==> src/rtl/id_ex_stage.sv <==
// ID/EX pipeline register for the 5-stage RV32I core.
// Detects load-use hazards, inserts bubbles, applies flushes and holds, and counts events.
module id_ex_stage #(
    parameter int unsigned DATA_W = 32,
    parameter int unsigned CNT_W  = 16
) (
    input  logic              clk,
    input  logic              reset,
    input  logic              id_valid,
    input  logic [DATA_W-1:0] id_pc,
    input  logic [DATA_W-1:0] id_rd1,
    input  logic [DATA_W-1:0] id_rd2,
    input  logic [DATA_W-1:0] id_imm,
    input  logic [14:0]       id_rs,
    input  logic [11:0]       id_fn,
    input  logic [5:0]        id_ctrl,
    input  logic              flush,
    input  logic              ex_hold,
    output logic              ex_valid,
    output logic [DATA_W-1:0] ex_pc,
    output logic [DATA_W-1:0] ex_rd1,
    output logic [DATA_W-1:0] ex_rd2,
    output logic [DATA_W-1:0] ex_imm,
    output logic [14:0]       ex_rs,
    output logic [11:0]       ex_fn,
    output logic [5:0]        ex_ctrl,
    output logic              stall_id,
    output logic [CNT_W-1:0]  bubble_cnt,
    output logic [CNT_W-1:0]  flush_cnt
);

    localparam int unsigned PayW = 4 * DATA_W + 33;

    logic [PayW-1:0]  payload_q, payload_d;
    logic             valid_q, valid_d;
    logic [CNT_W-1:0] bubble_q, bubble_d;
    logic [CNT_W-1:0] flush_q, flush_d;
    logic             rd_hit;
    logic             load_use;

    assign {ex_pc, ex_rd1, ex_rd2, ex_imm, ex_rs, ex_fn, ex_ctrl} = payload_q;
    assign ex_valid   = valid_q;
    assign bubble_cnt = bubble_q;
    assign flush_cnt  = flush_q;

    // Both source fields are compared for every format; spurious stalls are accepted.
    assign rd_hit   = (ex_rs[4:0] == id_rs[14:10]) | (ex_rs[4:0] == id_rs[9:5]);
    assign load_use = id_valid & valid_q & ex_ctrl[1] & (ex_rs[4:0] != 5'd0) & rd_hit;
    assign stall_id = ~flush & (ex_hold | load_use);

    always_comb begin
        payload_d = payload_q;
        valid_d   = valid_q;
        bubble_d  = bubble_q;
        flush_d   = flush_q;
        if (flush) begin
            payload_d = '0;
            valid_d   = 1'b0;
            if (~&flush_q) flush_d = flush_q + CNT_W'(1);
        end else if (ex_hold) begin
            // Freeze everything.
        end else if (load_use) begin
            payload_d = '0;
            valid_d   = 1'b0;
            if (~&bubble_q) bubble_d = bubble_q + CNT_W'(1);
        end else begin
            // An invalid slot still carries data but never any control side effects.
            payload_d = {id_pc, id_rd1, id_rd2, id_imm, id_rs, id_fn,
                         id_valid ? id_ctrl : 6'b0};
            valid_d   = id_valid;
        end
    end

    always_ff @(posedge clk) begin
        if (reset) begin
            payload_q <= '0;
            valid_q   <= 1'b0;
            bubble_q  <= '0;
            flush_q   <= '0;
        end else begin
            payload_q <= payload_d;
            valid_q   <= valid_d;
            bubble_q  <= bubble_d;
            flush_q   <= flush_d;
        end
    end

endmodule

==> config.mk <==
export PLATFORM = sky130hd
export DESIGN_NAME = id_ex_stage
export DESIGN_NICKNAME = d
export VERILOG_FILES = /design/src/rtl/id_ex_stage.sv
export SDC_FILE = /design/constraint.sdc
export NUM_CORES = 1
export LEC_CHECK = 0
export ABC_AREA = 0
export BUFFER_PORTS_ARGS = -buffer_cell sky130_fd_sc_hd__buf_4
export CAP_MARGIN = 10
export CORE_AREA = 2 2 140 142
export CTS_CLUSTER_DIAMETER = 120
export CTS_CLUSTER_SIZE = 14
export DETAILED_ROUTE_END_ITERATION = 16
export DIE_AREA = 0 0 142 144
export PLACE_DENSITY = 0.65
export SETUP_SLACK_MARGIN = 0.1
export SLEW_MARGIN = 20
export SYNTH_ARGS = -nofsm -noshare
export SYNTH_HDL_FRONTEND = slang
export SYNTH_SLANG_ARGS = --single-unit
==> constraint.sdc <==
create_clock -name clk -period 3.3 [get_ports clk]
set_input_delay 0 -clock clk [delete_from_list [all_inputs] [get_ports clk]]
set_output_delay 0 -clock clk [all_outputs]
set_load 0.1 [all_outputs]
==> results_dict.tcl <==
set metrics [dict create \
    synth_edf_count 0 \
    timing.final.hold_violations 0 \
    power.density_nw_per_um2 469.2 \
    slew_violations 0 \
    finalWorstPathRequiredPeriod_ns 2.739 \
    static-leakage-power_nw 5.193 \
    count_of_input_and_output_buffers 360 \
    syn-instance-count 580 \
    clk_latency_ns 0.42 \
    cts_buffers 17 \
    max_cap_violations 0 \
    grt_pass1_wl_um 34810 \
    route.detailed.vias_per_inst 5.018 \
    placed_area_um2 9519 \
    mostFrequentLayoutCells "sky130_fd_sc_hd__buf_4, sky130_fd_sc_hd__dfxtp_1, sky130_fd_sc_hd__dlygate4sd3_1" \
    worst_pin_slew_ns 1.037 \
    finalHoldWorstSlack_ns 0.03868 \
    wl_um 23660 \
    effective_utilization_at_floorplan 0.3478 \
    max-clock-path-buffers 2 \
    ctsRootBufferMaster "sky130_fd_sc_hd__clkbuf_16" \
    nets 1257 \
    class_of_the_most_critical_setup_path "reg -> reg" \
    drive_above_1_share 0.3669 \
    crit_start "payload_q[18]$_SDFFE_PP0N_" \
    worst_hold_startpoint "ex_hold" \
    grt_max_degree 72 \
    final.setup_skew_ns 0.01135 \
    critical_path.endpoint_type "flop" \
    grt_pass1_vias 6634 \
    detail_route.first_pass.iterations 5 \
    rows 51 \
    slew_headroom 0.2995 \
    grt_setup_unrepaired "false" \
    dpl_worst_slack_ns 0.9913 \
    cp-start-kind "flop" \
    route.detailed.wl_per_inst_um 17.66 \
    cts_sinks 194 \
    layout_setup_ws_ns 0.5615 \
    synth_area_leaders "sky130_fd_sc_hd__dfxtp_1, sky130_fd_sc_hd__a22o_1, sky130_fd_sc_hd__xnor2_1" \
    synth_top_area_cell "sky130_fd_sc_hd__dfxtp_1" \
    period_utilisation_layout 0.8299 \
    cts_post_setup_buffers_inserted 0 \
    area_of_the_mapped_netlist_um2 6635 \
    drt.antenna.violating_nets 0 \
    die_h_um 144 \
    maximum_achievable_frequency_mhz 365.2 \
    antenna_found_initial 0 \
    grt.overflow.total 0 \
    cp_data_required_time_ns 3.67 \
    synthesis.nets 748 \
    die_area_um2 20450 \
    drt_iter0_drc 303 \
    postSynthAreaPerCell_um2 11.44 \
    timing.rr.start "payload_q[18]$_SDFFE_PP0N_" \
    gpl.final_weighted_congestion 0.8080 \
    grt_usage 0.2154 \
    synth_cell_type_count 39 \
    run_status "finished, final reports clean" \
    cp_data_arrival_time_ns 3.11 \
    yosysWarnings 0 \
    synth-async-reset-ratio 0 \
    vias 6724 \
    setup_violations 0 \
    finish.instance_area_um2 11780 \
    ys.flop_type "sky130_fd_sc_hd__dfxtp_1" \
    synth_top_area_frac 0.5853 \
    drc 0 \
    final_common_cell "sky130_fd_sc_hd__buf_4" \
    ctsHtreeMaxLevel 4 \
    yosys_register_bits 194 \
    timing.critical_path.fanout_max 71 \
    layout-area-overhead-vs-synth_pct 77.48 \
    die_width_um 142 \
    detailedPlacementHpwl_um 15000 \
    setup_tns_ns 0 \
    yosysSeqAreaShare 0.5853 \
    clock_transition_at_the_registers_of_the_reported_paths_ns 0.07 \
    i_o_pin_count 361 \
    cts_tree "built" \
    vdd_drop_max_mv 0.3006 \
    floorplan.core_area_um2 19080 \
    hp-class "in -> reg" \
]
-- cell usage after synthesis (all sizes together) (8+ instances only) --
library cell and instances:
nor2 23, buf 10, nand2 11, o31ai 8, xnor2 17, a22o 156
dfxtp 194, nand3 15, a21oi 15, clkbuf 35, or4 11, inv 9
nand4 15
-- power breakdown --
part           internal, W  switching, W
Combinational     0.000405      0.000693
Clock              0.00101      0.000964
Sequential         0.00241     0.0000435
Total              0.00382       0.00170
-- metrics by stage --
step	cells	util	total power (W)
2_1_floorplan	580	-	0.003120
3_3_place_gp	1139	0.4989	0.003422
3_5_place_dp	1139	0.4989	0.003426
4_1_cts	1339	0.6171	0.005566
5_1_grt	1339	0.6171	0.005718
6_report	1340	0.6172	0.005526
-- timing repair --
item                                    in CTS  in global routing
endpoints found under the setup margin       0                  0
endpoints found under the hold margin      186                  0
hold buffers                               169                  0
resized for setup                            0                  0
-- metal layers --
layer	up-vias	global-route usage	wire (um)
met4	0	0.09000	678
met1	3176	0.2504	9529
met5	-	0	0
li1	3256	-	-
met2	245	0.3748	12020
met3	47	0.05960	1431
-- state kept, by name, summed over array words and instances (netlist names) --
register and flops:
ex_valid 1, flush_cnt 16, payload_q 161, bubble_cnt 16
-- critical path, cell delays in order, from the launching register on --
cell and delay (ns):
sky130_fd_sc_hd__dfxtp_1 0.37, sky130_fd_sc_hd__nor3_1 0.25, sky130_fd_sc_hd__a21oi_2 0.19, sky130_fd_sc_hd__a2111oi_4 0.70, sky130_fd_sc_hd__buf_12 0.37, sky130_fd_sc_hd__a32o_1 0.21, sky130_fd_sc_hd__dlygate4sd3_1 0.54
-- logic make-up (layout without fill, tap and decap cells) --
| family | after synthesis | count (layout) | share of synthesized area |
|---|---|---|---|
| flops | 194 | 194 | 0.5853 |
| fa+ha+maj | 2 | 2 | 0.003771 |
| compound gates | 204 | 204 | 0.2604 |
| buf+inv | 54 | 575 | 0.03583 |
| xor+xnor | 22 | 22 | 0.02904 |
| other cells | 0 | 1 | 0 |
| simple gates | 103 | 103 | 0.08392 |
| mux | 1 | 1 | 0.001697 |
-- area by class of cell --
cell class,instances,area (um^2)
flip-flops and latches,194,3884
well taps,238,297.8
inverters,9,33.78
diodes,1,2.502
fillers,1504,7303
clock inverters,13,123.9
multi-input cells,332,2519
clock buffers,18,439.2
repair buffers,535,4477
-- final timing paths --
check | to | slack [ns] | depth (start not counted)
worst max register to register | payload_q[5]$_SDFFE_PP0N_ | 0.56 | 6
worst min register to register | payload_q[114]$_SDFFE_PP0N_ | 0.48 | 1
worst max-delay path | payload_q[5]$_SDFFE_PP0N_ | 0.56 | 6
worst min-delay path | bubble_cnt[15]$_SDFFE_PP0P_ | 0.04 | 4
Note: power is estimated with default switching activity, not from simulation.
